[config.mk]
export PLATFORM = sky130hd
export DESIGN_NAME = exc_sched_flat
export DESIGN_NICKNAME = d
export VERILOG_FILES = /design/src/rtl/exc_sched_pkg.sv /design/src/rtl/exc_sched_if.sv /design/src/rtl/exc_sched_int_sync.sv /design/src/rtl/exc_sched.sv /design/src/flat_wrapper.sv
export SDC_FILE = /design/constraint.sdc
export NUM_CORES = 1
export LEC_CHECK = 0
export CORE_AREA = 3 3 86 88
export CTS_CLUSTER_SIZE = 28
export DETAILED_ROUTE_END_ITERATION = 10
export DIE_AREA = 0 0 89 91
export GPL_TIMING_DRIVEN = 1
export PLACE_DENSITY = 0.87
export SYNTH_ARGS = -nofsm -noshare
export SYNTH_HDL_FRONTEND = slang
export SYNTH_HIERARCHICAL = 1
export SYNTH_SLANG_ARGS = --single-unit
[constraint.sdc]
create_clock -name cpu_clk_50M -period 4.7 [get_ports cpu_clk_50M]
set_input_delay 0.94 -clock cpu_clk_50M [delete_from_list [all_inputs] [get_ports cpu_clk_50M]]
set_output_delay 0.94 -clock cpu_clk_50M [all_outputs]
set_load 0.1 [all_outputs]
[src/rtl/exc_sched_pkg.sv]
// Shared exception codes, FSM state encoding and result struct for exc_sched.
package exc_sched_pkg;

  localparam logic [4:0] EXC_INT  = 5'h00;
  localparam logic [4:0] EXC_ADEL = 5'h04;
  localparam logic [4:0] EXC_ADES = 5'h05;
  localparam logic [4:0] EXC_SYS  = 5'h08;
  localparam logic [4:0] EXC_BP   = 5'h09;
  localparam logic [4:0] EXC_RI   = 5'h0a;
  localparam logic [4:0] EXC_OV   = 5'h0c;
  localparam logic [4:0] EXC_ERET = 5'h0e;
  localparam logic [4:0] EXC_NONE = 5'h10;

  typedef enum logic [1:0] {
    ST_RUN    = 2'd0,
    ST_ARMED  = 2'd1,
    ST_SQUASH = 2'd2
  } state_t;

  typedef struct packed {
    logic [4:0]  code;
    logic [31:0] badvaddr;
  } exc_t;

endpackage

[src/rtl/exc_sched_if.sv]
// MEM-stage / CP0 bundle seen by the exception scheduler.
interface exc_sched_if #(
  parameter int unsigned INT_W = 6
);
  logic [INT_W-1:0] int_i;
  logic             timer_int_i;
  logic [31:0]      status_i;
  logic [31:0]      cause_i;
  logic             inst_valid_i;
  logic [31:0]      pc_i;
  logic             in_delay_i;
  logic [31:0]      mem_addr_i;
  logic             if_adel_i;
  logic             ri_i;
  logic             ov_i;
  logic             sys_i;
  logic             bp_i;
  logic             eret_i;
  logic             mem_adel_i;
  logic             mem_ades_i;
  logic [INT_W-1:0] cp0_int_o;
  logic [4:0]       exccode_o;
  logic [31:0]      exc_pc_o;
  logic             exc_in_delay_o;
  logic [31:0]      exc_badvaddr_o;
  logic             int_pending_o;
  logic             squash_o;

  // Pipeline/CP0 side
  modport master (
    output int_i, timer_int_i, status_i, cause_i, inst_valid_i, pc_i, in_delay_i,
           mem_addr_i, if_adel_i, ri_i, ov_i, sys_i, bp_i, eret_i, mem_adel_i, mem_ades_i,
    input  cp0_int_o, exccode_o, exc_pc_o, exc_in_delay_o, exc_badvaddr_o,
           int_pending_o, squash_o
  );

  // Scheduler side
  modport slave (
    input  int_i, timer_int_i, status_i, cause_i, inst_valid_i, pc_i, in_delay_i,
           mem_addr_i, if_adel_i, ri_i, ov_i, sys_i, bp_i, eret_i, mem_adel_i, mem_ades_i,
    output cp0_int_o, exccode_o, exc_pc_o, exc_in_delay_o, exc_badvaddr_o,
           int_pending_o, squash_o
  );
endinterface

[src/rtl/exc_sched_int_sync.sv]
// Single-bit multi-flop synchroniser for an asynchronous interrupt line.
module int_sync #(
  parameter int unsigned SYNC_STAGES = 2
) (
  input  logic i_clk,
  input  logic i_rst_n,
  input  logic i_d,
  output logic o_q
);

  logic [SYNC_STAGES-1:0] r_sync;

  // Shift the raw line through the synchroniser chain
  always_ff @(posedge i_clk or negedge i_rst_n) begin
    if (!i_rst_n) r_sync <= '0;
    else          r_sync <= {r_sync[SYNC_STAGES-2:0], i_d};
  end

  assign o_q = r_sync[SYNC_STAGES-1];

endmodule

[src/rtl/exc_sched.sv]
// MEM-stage exception/interrupt scheduler: interrupt sync, priority encode,
// and a squash window after each taken exception or ERET.
module exc_sched
  import exc_sched_pkg::*;
#(
  parameter int unsigned SYNC_STAGES = 2,
  parameter int unsigned SQUASH_CYC  = 2,
  parameter int unsigned INT_W       = 6
) (
  input  logic        cpu_clk_50M,
  input  logic        cpu_rst_n,
  exc_sched_if.slave  bus
);

  localparam int unsigned CNT_W = $clog2(SQUASH_CYC + 1);
  localparam logic [CNT_W-1:0] CNT_LOAD = CNT_W'(SQUASH_CYC - 1);

  state_t           r_state, w_state_nxt;
  logic [CNT_W-1:0] r_cnt, w_cnt_nxt;
  logic [INT_W-1:0] w_sync;
  logic             w_pend;
  logic             w_take;
  exc_t             w_exc;

  for (genvar g = 0; g < INT_W; g++) begin : g_sync
    int_sync #(.SYNC_STAGES(SYNC_STAGES)) u_sync (
      .i_clk   (cpu_clk_50M),
      .i_rst_n (cpu_rst_n),
      .i_d     (bus.int_i[g]),
      .o_q     (w_sync[g])
    );
  end

  // Timer joins the top line undelayed; forced low while reset is held
  assign bus.cp0_int_o = cpu_rst_n ? {w_sync[INT_W-1] | bus.timer_int_i, w_sync[INT_W-2:0]}
                                   : '0;

  assign w_pend = (|(bus.cause_i[15:8] & bus.status_i[15:8])) & bus.status_i[0] & ~bus.status_i[1];

  // Reset gates the take condition so no code escapes while reset is asserted
  assign w_take = cpu_rst_n & bus.inst_valid_i & (r_state != ST_SQUASH);

  // Priority encoder: interrupt first, then instruction flags in fixed order
  always_comb begin
    w_exc.code     = EXC_NONE;
    w_exc.badvaddr = '0;
    if (w_take) begin
      if (r_state == ST_ARMED || w_pend) begin
        w_exc.code = EXC_INT;
      end else if (bus.if_adel_i) begin
        w_exc.code     = EXC_ADEL;
        w_exc.badvaddr = bus.pc_i;
      end else if (bus.ri_i) begin
        w_exc.code = EXC_RI;
      end else if (bus.ov_i) begin
        w_exc.code = EXC_OV;
      end else if (bus.sys_i) begin
        w_exc.code = EXC_SYS;
      end else if (bus.bp_i) begin
        w_exc.code = EXC_BP;
      end else if (bus.eret_i) begin
        w_exc.code = EXC_ERET;
      end else if (bus.mem_adel_i) begin
        w_exc.code     = EXC_ADEL;
        w_exc.badvaddr = bus.mem_addr_i;
      end else if (bus.mem_ades_i) begin
        w_exc.code     = EXC_ADES;
        w_exc.badvaddr = bus.mem_addr_i;
      end
    end
  end

  // Next-state and squash counter logic
  always_comb begin
    w_state_nxt = r_state;
    w_cnt_nxt   = r_cnt;
    case (r_state)
      ST_RUN: begin
        if (w_exc.code != EXC_NONE) begin
          w_state_nxt = ST_SQUASH;
          w_cnt_nxt   = CNT_LOAD;
        end else if (w_pend) begin
          w_state_nxt = ST_ARMED;
        end
      end
      ST_ARMED: begin
        if (w_take) begin
          w_state_nxt = ST_SQUASH;
          w_cnt_nxt   = CNT_LOAD;
        end else if (!w_pend) begin
          w_state_nxt = ST_RUN;
        end
      end
      ST_SQUASH: begin
        if (r_cnt == '0) w_state_nxt = w_pend ? ST_ARMED : ST_RUN;
        else             w_cnt_nxt   = r_cnt - 1'b1;
      end
      default: w_state_nxt = ST_RUN;
    endcase
  end

  // State and counter registers
  always_ff @(posedge cpu_clk_50M or negedge cpu_rst_n) begin
    if (!cpu_rst_n) begin
      r_state <= ST_RUN;
      r_cnt   <= '0;
    end else begin
      r_state <= w_state_nxt;
      r_cnt   <= w_cnt_nxt;
    end
  end

  assign bus.exccode_o      = w_exc.code;
  assign bus.exc_badvaddr_o = w_exc.badvaddr;
  assign bus.exc_pc_o       = bus.pc_i;
  assign bus.exc_in_delay_o = bus.in_delay_i;
  assign bus.int_pending_o  = (r_state == ST_ARMED);
  assign bus.squash_o       = (r_state == ST_SQUASH);

endmodule

[src/flat_wrapper.sv]
// flat-port wrapper written by rule: the top's interface ports become plain ports
module exc_sched_flat import exc_sched_pkg::*;
#(
  parameter int unsigned SYNC_STAGES = 2,
  parameter int unsigned SQUASH_CYC  = 2,
  parameter int unsigned INT_W       = 6
)
  (cpu_clk_50M, cpu_rst_n, bus_int_i, bus_timer_int_i, bus_status_i, bus_cause_i, bus_inst_valid_i, bus_pc_i, bus_in_delay_i, bus_mem_addr_i, bus_if_adel_i, bus_ri_i, bus_ov_i, bus_sys_i, bus_bp_i, bus_eret_i, bus_mem_adel_i, bus_mem_ades_i, bus_cp0_int_o, bus_exccode_o, bus_exc_pc_o, bus_exc_in_delay_o, bus_exc_badvaddr_o, bus_int_pending_o, bus_squash_o);
  exc_sched_if #(.INT_W(INT_W)) bus_i ();
  input  logic cpu_clk_50M;
  input  logic cpu_rst_n;
  input wire logic [$bits(bus_i.int_i)-1:0] bus_int_i;
  input wire logic [$bits(bus_i.timer_int_i)-1:0] bus_timer_int_i;
  input wire logic [$bits(bus_i.status_i)-1:0] bus_status_i;
  input wire logic [$bits(bus_i.cause_i)-1:0] bus_cause_i;
  input wire logic [$bits(bus_i.inst_valid_i)-1:0] bus_inst_valid_i;
  input wire logic [$bits(bus_i.pc_i)-1:0] bus_pc_i;
  input wire logic [$bits(bus_i.in_delay_i)-1:0] bus_in_delay_i;
  input wire logic [$bits(bus_i.mem_addr_i)-1:0] bus_mem_addr_i;
  input wire logic [$bits(bus_i.if_adel_i)-1:0] bus_if_adel_i;
  input wire logic [$bits(bus_i.ri_i)-1:0] bus_ri_i;
  input wire logic [$bits(bus_i.ov_i)-1:0] bus_ov_i;
  input wire logic [$bits(bus_i.sys_i)-1:0] bus_sys_i;
  input wire logic [$bits(bus_i.bp_i)-1:0] bus_bp_i;
  input wire logic [$bits(bus_i.eret_i)-1:0] bus_eret_i;
  input wire logic [$bits(bus_i.mem_adel_i)-1:0] bus_mem_adel_i;
  input wire logic [$bits(bus_i.mem_ades_i)-1:0] bus_mem_ades_i;
  output wire logic [$bits(bus_i.cp0_int_o)-1:0] bus_cp0_int_o;
  output wire logic [$bits(bus_i.exccode_o)-1:0] bus_exccode_o;
  output wire logic [$bits(bus_i.exc_pc_o)-1:0] bus_exc_pc_o;
  output wire logic [$bits(bus_i.exc_in_delay_o)-1:0] bus_exc_in_delay_o;
  output wire logic [$bits(bus_i.exc_badvaddr_o)-1:0] bus_exc_badvaddr_o;
  output wire logic [$bits(bus_i.int_pending_o)-1:0] bus_int_pending_o;
  output wire logic [$bits(bus_i.squash_o)-1:0] bus_squash_o;
  assign bus_i.int_i = bus_int_i;
  assign bus_i.timer_int_i = bus_timer_int_i;
  assign bus_i.status_i = bus_status_i;
  assign bus_i.cause_i = bus_cause_i;
  assign bus_i.inst_valid_i = bus_inst_valid_i;
  assign bus_i.pc_i = bus_pc_i;
  assign bus_i.in_delay_i = bus_in_delay_i;
  assign bus_i.mem_addr_i = bus_mem_addr_i;
  assign bus_i.if_adel_i = bus_if_adel_i;
  assign bus_i.ri_i = bus_ri_i;
  assign bus_i.ov_i = bus_ov_i;
  assign bus_i.sys_i = bus_sys_i;
  assign bus_i.bp_i = bus_bp_i;
  assign bus_i.eret_i = bus_eret_i;
  assign bus_i.mem_adel_i = bus_mem_adel_i;
  assign bus_i.mem_ades_i = bus_mem_ades_i;
  assign bus_cp0_int_o = bus_i.cp0_int_o;
  assign bus_exccode_o = bus_i.exccode_o;
  assign bus_exc_pc_o = bus_i.exc_pc_o;
  assign bus_exc_in_delay_o = bus_i.exc_in_delay_o;
  assign bus_exc_badvaddr_o = bus_i.exc_badvaddr_o;
  assign bus_int_pending_o = bus_i.int_pending_o;
  assign bus_squash_o = bus_i.squash_o;
  exc_sched #(.SYNC_STAGES(SYNC_STAGES), .SQUASH_CYC(SQUASH_CYC), .INT_W(INT_W)) u_core (.cpu_clk_50M(cpu_clk_50M), .cpu_rst_n(cpu_rst_n), .bus(bus_i));
endmodule
# == After elaboration in Yosys (flattened, before gate mapping) ==
# Index checks and enable logic that the tools add are counted.
# classes
addsub,1
n_mux,28
eq_ne,10
n_reduce_logical,7
n_bitwise,7
# ops
operator,n
two-way mux 32 bit,6
two-way mux 37 bit,4
two-way mux 5 bit,6
two-way mux 2 bit,8
case mux 2 bit (3 select lines),2
AND 8 bit,1
OR reduction 8 bit,1
two-way mux 6 bit,1
!= test 2 x 1 -> 1 bit (second input constant),3
!= test 5 bit (second input constant),1
AND 1 bit,4
zero test 2 bit,2
!= test 2 bit (second input constant),2
AND reduction 4 bit,1
!= test 3 x 1 -> 1 bit (second input constant),1
!= test 3 bit (second input constant),1
AND reduction 3 bit,1
nonzero test 3 bit,1
equality test 2 x 1 -> 1 bit (second input constant),1
equality test 2 bit (second input constant),1
subtractor 2 x 1 -> 2 bit (second input constant),1
logical OR 1 bit,1
two-way mux 1 bit,1
inverter 1 bit,1
bitwise OR 1 bit,1
# totals
input_bits,147
regBits,16
out_inout_bits,78

# == Depth between registers and ports, before layout ==
# Gate-level depths: netlist of run 1.
# logic_depth
depth_word,13
mapped_depth,7
mapped_depth_nobuf,7

# == Hierarchy ==
# The synthesis of run 1 kept the hierarchy.
# by_module_without_submodules
module,cells_each,seq_area_each_um2,area_each_um2,instances
exc_sched,165,100.1,1104.8,1
int_sync,2,50.0,50.0,6

# == Worst setup path before layout of run 1 ==
# No wires, ideal clock.
# synth_path
path_type,input to output
startpoint,in bus_cause_i[8]
endpoint,out bus_exccode_o[4]
n_path_buf,0
arrival_time_ns,3.786
cell_stages,5
slack_ns,-0.026
path_cell_list,a22o_1 > a221oi_1 > a311o_2 > nand2_1 > o21ai_0
# synth_via
elab_chain_cells,7
# synth_lines
element,line_no,rtl
from (decl),flat_wrapper.sv:15,input wire logic [$bits(bus_i.cause_i)-1:0] bus_cause_i;
AND 8 bit,exc_sched.sv:38,assign w_pend = (|(bus.cause_i[15:8] & bus.status_i[15:8])) & bus.status_i[0] & ~bus.status_i[1];
OR reduction 8 bit,exc_sched.sv:38,
AND 1 bit (2 in a row),exc_sched.sv:38,
logical OR 1 bit,exc_sched.sv:48,if (r_state == ST_ARMED || w_pend) begin
two-way mux 5 bit,exc_sched.sv:48,
two-way mux 37 bit,exc_sched.sv:47,if (w_take) begin
to (decl),flat_wrapper.sv:29,output wire logic [$bits(bus_i.exccode_o)-1:0] bus_exccode_o;
# No other way between the ends.

# == Final worst setup path of run 1 ==
# layout_path
startpoint,in bus_bp_i
endpoint,out bus_exc_badvaddr_o[22]
# layout_via
elab_chain_cells,7
# layout_lines
element,line_no,rtl
from (decl),flat_wrapper.sv:24,input wire logic [$bits(bus_i.bp_i)-1:0] bus_bp_i;
two-way mux 32 bit,exc_sched.sv:59,end else if (bus.bp_i) begin
two-way mux 32 bit,exc_sched.sv:57,end else if (bus.sys_i) begin
two-way mux 32 bit,exc_sched.sv:55,end else if (bus.ov_i) begin
two-way mux 32 bit,exc_sched.sv:53,end else if (bus.ri_i) begin
two-way mux 37 bit,exc_sched.sv:50,end else if (bus.if_adel_i) begin
two-way mux 32 bit,exc_sched.sv:48,
two-way mux 37 bit,exc_sched.sv:47,
to (decl),flat_wrapper.sv:32,output wire logic [$bits(bus_i.exc_badvaddr_o)-1:0] bus_exc_badvaddr_o;
# No other way between the ends.

==> results by group, run 1 <==
Status
  • Status: finished clean

Setup path
  • RR Endpoint: u_core/r_cnt[1]
  • Worst Path Arrival: ~3000 ps
  • R2R depth: 7
  • WP data required: about 3800 ps
  • Reg2reg setup slack: 3010 ps
  • Crit end category: primary output
  • R2r startpoint: u_core/r_cnt[0]
  • Setup CP Type: in2out
  • Critical path fanouts, max: 32
  • Setup crit end: bus_exc_badvaddr_o[22]
  • Critical path launch point: bus_bp_i
  • CP startpoint kind: input pin

Global route
  • Met2 usage: approximately a quarter
  • Total GRT Usage: around 14%
  • First-pass GRT wire length: 9004 um
  • Gr busiest metal: met2
  • M1 GR Usage: between 10% and 20%
  • Largest net degree at the start of global routing: 36
  • Met3 Track Usage GR: roughly 3.0%
  • Initial antenna violation count: 0
  • Vias in the first global route: 1910
  • Grt total ovfl: 0

CTS
  • Worst-skew pair later-pin latency: 240 ps
  • CTS tree: built
  • CTS Buf Count: 3
  • H-tree depth: 1
  • Longest Clk Path Bufs: 2
  • Clk slew on worst S/H paths: 60 ps
  • Clock root cell: clkbuf_8
  • Setup bufs post-CTS: 0
  • CTS sink count: 16
  • CTS resizes: 0
  • Hold-fix buffers, CTS: 0

Detailed routing
  • First-pass iteration count of the detailed router: 4
  • Vias: about 1800
  • DRC Markers: 0
  • Initial DRC Count: slightly above 90
  • Via density: 4.601
  • DR WL/cell: 15.20 um
  • Post-detailed-route count of antenna-violating nets: 0
  • WL final: roughly 6100 um

Yosys
  • Number of synthesized register bits: 16
  • Net Count, Synth: between 300 and 400
  • Number of synthesized flops with an enable pin: 0
  • Mapped Avg Cell Area: ~8 um^2
  • Seq/Total Area, Yosys: between 20% and 30%
  • Count of cell types in the netlist: 28
  • Cells after Synth: approximately 180
  • Top FF cell, synth: dfrtp_1
  • Yosys warnings: 6
  • Mapped Area: 1405 um^2
  • Asr flop ratio synth: 100.0%

STA
  • Clock Skew: 1.698 ps
  • Setup TNS: 0 ps
  • Finish-stage setup viols: 0
  • Min Clock Period, post-route: about 4000 ps
  • RSZ-0062 raised after global routing: false
  • Final Max Slew Viols: 0
  • Hold Violations, Final: 0
  • Max frequency: 0.2513 GHz
  • Slew @ Worst Pin: ~1000 ps
  • Rel. slew slack: ~32%
  • Period Utilization, post-route: 84.68%

Finish
  • Post-route cell area: about 3300 um^2
  • Diode count: 0
  • Commonest non-fill, non-tap cell in the layout: clkdlybuf4s50_1
  • Share of cells above drive strength 1: approximately 28%
  • Layout area overhead: 137.8%
  • Fin nets: ~470
  • Layout Utilization: between 40% and 50%
  • Most frequent cells in the layout: clkdlybuf4s50_1, nor2_1, buf_4, buf_12, a22oi_1

Power and ir drop
  • Power Density: 272.0 nW/um^2
  • Leakage: about 1.3 nW
  • Worst VDD drop: about 0.17 mV

Floorplan
  • Die W: 89 um
  • Die Area: 8099 um^2
  • Initial core utilization: around a fifth
  • Ports: roughly 230
  • Die height: 91 um
  • Core ar.: approximately 6700 um^2
  • Num rows: 30

Placed design
  • Post-DP HPWL: roughly 5200 um
  • Placed Area: ~3300 um^2
  • PortBufs: between 150 and 200
  • RePlAce Congestion: between 0.8 and 0.9

Run
  • Max_cap viols: 0

Hold path
  • Min-delay worst type: reg2reg
==> logic make-up (layout without fill, tap and decap cells) <==
logic type | Yosys count | count (layout) | share of synthesized area, %
AO/OA/AOI/OAI | 48 | 48 | 26.62
AND/OR/NAND/NOR | 64 | 64 | 21.02
multiplexers | 1 | 1 | 1.068
flip-flops | 16 | 16 | 28.49
adder cells (fa/ha/maj) | 1 | 1 | 0.8903
buffers and inverters | 47 | 188 | 21.91
==> synthesized netlist by cell type (2+ instances only) <==
library cell  instances  area (um^2)
clkbuf_1              4        15.01
buf_4                33        247.7
nand4b_1              2        17.52
dfrtp_1              16        400.4
a22oi_1              34        255.2
o21a_1                2        15.01
buf_2                 6        30.03
a21oi_1               4        20.02
and2_1                6        37.54
inv_1                 4        15.01
nand2_1               3        11.26
nor3_1                2        10.01
nor2_1               44        165.2
o21ai_0               3        15.01
==> power by group <==
| group | switching, mW | internal (mW) | total, mW |
|---|---|---|---|
| Sequential | 0.0183 | 0.156 | 0.174 |
| Clock | 0.0431 | 0.0741 | 0.117 |
| Combinational | 0.397 | 0.220 | 0.617 |
==> final cells by class <==
class | count | area, um^2
Fill cell | 600 | 3378
Timing Repair Buffer | 180 | 2067
Multi-Input combinational cell | 114 | 703.2
Sequential cell | 16 | 400.4
Tap cell | 80 | 100.1
Clock buffer | 4 | 55.05
Inverter | 4 | 15.01
==> critical path, stage by stage <==
cell             delay, ps
clkdlybuf4s50_1        440
nor3_1                 330
and2_1                 220
nor3b_4                180
buf_4                  340
a22oi_1                110
nor2_1                 260
buf_12                 220
==> worst min path at each step <==
stage | end | slack (ps) | depth (start not counted) | startpoint
6_report | u_core/g_sync[5].u_sync/r_sync[1] | 350 | 0 | u_core/g_sync[5].u_sync/r_sync[0]
2_1_floorplan | u_core/g_sync[0].u_sync/r_sync[1] | 330 | 0 | u_core/g_sync[0].u_sync/r_sync[0]
3_5_place_dp | u_core/g_sync[5].u_sync/r_sync[1] | 340 | 0 | u_core/g_sync[5].u_sync/r_sync[0]
3_3_place_gp | u_core/g_sync[4].u_sync/r_sync[1] | 330 | 0 | u_core/g_sync[4].u_sync/r_sync[0]
4_1_cts | u_core/g_sync[5].u_sync/r_sync[1] | 350 | 0 | u_core/g_sync[5].u_sync/r_sync[0]
5_1_grt | u_core/g_sync[2].u_sync/r_sync[1] | 360 | 0 | u_core/g_sync[2].u_sync/r_sync[0]
==> routing by layer <==
layer  wire length (um)  part of all wire, %
met5                  0                    0
met2               3329                   55
met3                633                   10
met4                 29                 0.48
met1               2057                   34
==> metrics by stage <==
step,worst slack (ps),instances,total power [mW],hold slack [ps]
3_3_place_gp,792.1,394,0.7842,332.5
3_5_place_dp,758.5,394,0.7975,336.2
5_1_grt,503.1,398,0.9490,364.3
2_1_floorplan,522.2,177,0.5914,331.2
6_report,720.0,398,0.9086,347.6
4_1_cts,744.2,398,0.9158,350.1
==> sequential cells by signal (all words and copies together) (netlist names) <==
| signal | flops |
|---|---|
| u_core/g_sync.u_sync/r_sync | 12 |
| u_core/r_state | 2 |
| u_core/r_cnt | 2 |
No activity file was read; power rests on OpenSTA's default activity.
==> inputs of run 2 (changes only) <==
--- a/config.mk
+++ b/config.mk
@@ -5,12 +5,12 @@
 export SDC_FILE = /design/constraint.sdc
 export NUM_CORES = 1
 export LEC_CHECK = 0
-export CORE_AREA = 3 3 86 88
+export CORE_MARGIN = 3
+export CORE_UTILIZATION = 20
 export CTS_CLUSTER_SIZE = 28
 export DETAILED_ROUTE_END_ITERATION = 10
-export DIE_AREA = 0 0 89 91
 export GPL_TIMING_DRIVEN = 1
-export PLACE_DENSITY = 0.87
+export PLACE_DENSITY = 0.88
 export SYNTH_ARGS = -nofsm -noshare
 export SYNTH_HDL_FRONTEND = slang
 export SYNTH_HIERARCHICAL = 1
==> constraint.sdc (replaced) <==
create_clock -name cpu_clk_50M -period 3.28 [get_ports cpu_clk_50M]
set_input_delay 0.656 -clock cpu_clk_50M [delete_from_list [all_inputs] [get_ports cpu_clk_50M]]
set_output_delay 0.656 -clock cpu_clk_50M [all_outputs]
set_load 0.1 [all_outputs]
==> run 2 against run 1 <==
- clock skew rose by 1.6 ps
- die area fell by 0.39%
- non-clock buffer count rose by 4
- via count rose by 1.3%
- hold slack barely moved
- total power rose by 48%
- worst setup slack got worse by 620 ps
- global-route usage rose by 0.98 points
- clock-buffer cell count did not move
- routed wire length rose by 6.6%
- combinational power rose by 49%
- sequential power rose by 44%
- critical path type unchanged
- largest cell class unchanged
- highest routed layer unchanged
==> results by group, run 2 (same netlist as run 1, synthesis figures left out) <==
Floorplan
  • Die W: 89.82 um (was 89 um)
  • Ports: 225 (unchanged)
  • Core ar.: 6568 um^2 (was 6719 um^2)
  • Die height: 89.82 um (was 91 um)
  • Initial core utilization: 21.39% (was 20.91%)
  • Num rows: 29 (was 30)
  • Die Area: 8068 um^2 (was 8099 um^2)

Finish
  • Commonest non-fill, non-tap cell in the layout: clkdlybuf4s50_1 (unchanged)
  • Area of the multi-input gates: 770.7 um^2 (was 703.2 um^2)
  • Diode count: 0 (unchanged)
  • Most frequent cells in the layout: clkdlybuf4s50_1, buf_12, buf_4, a22oi_1, nor2_2 (was clkdlybuf4s50_1, nor2_1, buf_4, buf_12, a22oi_1)
  • Fin nets: 471 (was 467)
  • Most flop-heavy register: u_core/g_sync.u_sync/r_sync (unchanged)
  • Top Registers: u_core/g_sync.u_sync/r_sync x12, u_core/r_cnt x2, u_core/r_state x2 (unchanged)
  • Max reg flops: 12 (unchanged)
  • Layout area overhead: 153.5% (was 137.8%)
  • Fillers: 556 (was 600)
  • Register area: 400.4 um^2 (unchanged)
  • Layout Utilization: 54.24% (was 49.72%)
  • Share of cells above drive strength 1: 37.27% (was 27.67%)

Global route
  • Largest net degree at the start of global routing: 33 (was 36)
  • Grt total ovfl: 0 (unchanged)
  • First-pass GRT wire length: 9784 um (was 9004 um)
  • Initial antenna violation count: 0 (unchanged)
  • Vias in the first global route: 1833 (was 1910)
  • Total GRT Usage: 14.64% (was 13.65%)

Detailed routing
  • Initial DRC Count: 56 (was 91)
  • DR WL/cell: 15.54 um (was 15.20 um)
  • DRC Markers: 0 (unchanged)
  • Vias: 1855 (was 1831)
  • First-pass iteration count of the detailed router: 4 (unchanged)
  • Via density: 4.470 (was 4.601)
  • WL final: 6450 um (was 6050 um)
  • Post-detailed-route count of antenna-violating nets: 0 (unchanged)

Setup path
  • WP data required: 2620 ps (was 3760 ps)
  • Critical path fanouts, max: 14 (was 32)
  • CP peak stage delay: 390 ps (was 440 ps)
  • CP max stage cell: clkdlybuf4s50_1 (unchanged)
  • Setup CP Type: in2out (unchanged)
  • Top delay family on crit path: buffers and inverters (unchanged)
  • Worst path buffer plus inverter count: 3 (unchanged)
  • Worst Path Arrival: 2530 ps (was 3040 ps)
  • Crit end category: primary output (unchanged)
  • CP startpoint kind: input pin (unchanged)
  • Worst-path cell chain: clkdlybuf4s50_1 > a22o_1 > a221oi_1 > a311o_2 > nand3_2 > buf_4 > nor2_1 > buf_12 (was clkdlybuf4s50_1 > nor3_1 > and2_1 > nor3b_4 > buf_4 > a22oi_1 > nor2_1 > buf_12)

STA
  • Final Max Slew Viols: 0 (unchanged)
  • Min Clock Period, post-route: 3184 ps
  • Slew @ Worst Pin: 325.0 ps (was 1011 ps)
  • RSZ-0062 raised after global routing: true (was false)
  • Clock Skew: 3.281 ps (was 1.698 ps)
  • Period Utilization, post-route: 97.08%
  • Hold Violations, Final: 0 (unchanged)
  • Finish-stage setup viols: 0 (unchanged)
  • Max frequency: about 0.31 GHz
  • Worst hold slack: 347.4 ps (was 347.6 ps)
  • Rel. slew slack: 78.26% (was 32.41%)

Status
  • Status: finished clean (unchanged)

CTS
  • Clock root cell: clkbuf_8 (unchanged)
  • H-tree depth: 1 (unchanged)
  • Worst-skew pair later-pin latency: 250 ps (was 240 ps)
  • CTS Buf Count: 3 (unchanged)
  • Clk slew on worst S/H paths: 60 ps (about the same)
  • CTS sink count: 16 (unchanged)
  • Longest Clk Path Bufs: 2 (unchanged)
  • CTS tree: built (unchanged)
  • Hold-fix buffers, CTS: 0 (unchanged)

Power and ir drop
  • Leakage: 1.401 nW (was 1.346 nW)
  • Worst VDD drop: 0.2284 mV (was 0.1715 mV)
  • Power Density: 376.4 nW/um^2 (was 272.0 nW/um^2)

Placed design
  • PortBufs: 176 (unchanged)
  • RePlAce Congestion: 0.8488 (was 0.8766)
  • Post-DP HPWL: 5461 um (was 5172 um)

Run
  • Max_cap viols: 0 (unchanged)

Hold path
  • Min-delay worst type: reg2reg (unchanged)
[run 2: cell count changes in the layout (fill, tap and decap cells not counted)]
cell             previous run  this run
nand3_1                     1         0
nor2_2                      0        24
nor2b_1                     1         0
nor2_1                     44        20
buf_12                     37        46
buf_4                      42        39
nor2b_2                     0         1
clkdlybuf4s50_1           101        99
nand3_2                     0         1
[run 2: area by class of cell]
type	count	area share [%]
multi-input cells	114	21.64
well taps	93	3.267
repair buffers	184	61.89
inverters	4	0.4215
clock buffers	4	1.545
flip-flops and latches	16	11.24
[run 2: layer usage]
metal	track usage, %	vias up	wire length, um
li1	-	884	-
met1	16.19	854	2329
met2	27.13	105	3475
met3	4.090	12	516
met4	4.342	0	129
met5	0	-	0
[run 2: what timing repair did]
| item | CTS | global route |
|---|---|---|
| gates resized for setup | 0 | 25 |
| buffers inserted | 0 | 1 |
| endpoints found under the setup margin | 0 | 33 |
[run 2: where the power goes]
| part | switching, mW | total (mW) | internal [mW] | leakage, nW |
|---|---|---|---|---|
| logic | 0.582 | 0.921 | 0.339 | 1.18 |
| registers | 0.0261 | 0.250 | 0.223 | 0.189 |
| clock network | 0.0636 | 0.170 | 0.106 | 0.0288 |
[run 2: per-stage QoR]
stage                     std cells  area (um^2)  total power, mW  setup slack, ps  setup TNS (ps)
after floorplan                 177         1415           0.8506           -328.7          -10550
after global placement          410         3430            1.143            48.83               0
after detailed placement        410         3430            1.158            48.82               0
after CTS                       414         3485            1.334            42.34               0
after global routing            415         3562            1.401           -65.27          -590.0
final                           415         3562            1.341            95.69               0
[run 2: worst paths after layout]
check / startpoint / end / slack (ps) / cells after the start
setup reg to reg: u_core/r_cnt[0] / u_core/r_cnt[1] / 1600 / 7
max in group asynchronous: cpu_rst_n / u_core/g_sync[4].u_sync/r_sync[1] / 2300 / 2
hold reg to reg: u_core/g_sync[1].u_sync/r_sync[0] / u_core/g_sync[1].u_sync/r_sync[1] / 350 / 0
min in group asynchronous: cpu_rst_n / u_core/g_sync[5].u_sync/r_sync[1] / 790 / 2
setup / recovery: bus_cause_i[8] / bus_exc_badvaddr_o[29] / 100 / 8
hold / removal: u_core/g_sync[1].u_sync/r_sync[0] / u_core/g_sync[1].u_sync/r_sync[1] / 350 / 0
[run 2: worst register-to-register path: stages (launching register included)]
cell     delay (ps)
dfrtp_1         380
inv_1            60
ha_1            210
o21a_1          170
nor2_1          120
o31ai_2         110
or4b_1          470
o21ai_0          90
==> inputs of run 3 (changes only) <==
--- a/config.mk
+++ b/config.mk
@@ -10,6 +10,7 @@
 export CTS_CLUSTER_SIZE = 28
 export DETAILED_ROUTE_END_ITERATION = 10
 export GPL_TIMING_DRIVEN = 1
+export HOLD_SLACK_MARGIN = 0.06
 export PLACE_DENSITY = 0.88
 export SYNTH_ARGS = -nofsm -noshare
 export SYNTH_HDL_FRONTEND = slang
==> results of run 3 <==
No change in the layout: final DEF, timing and power equal those of run 2.
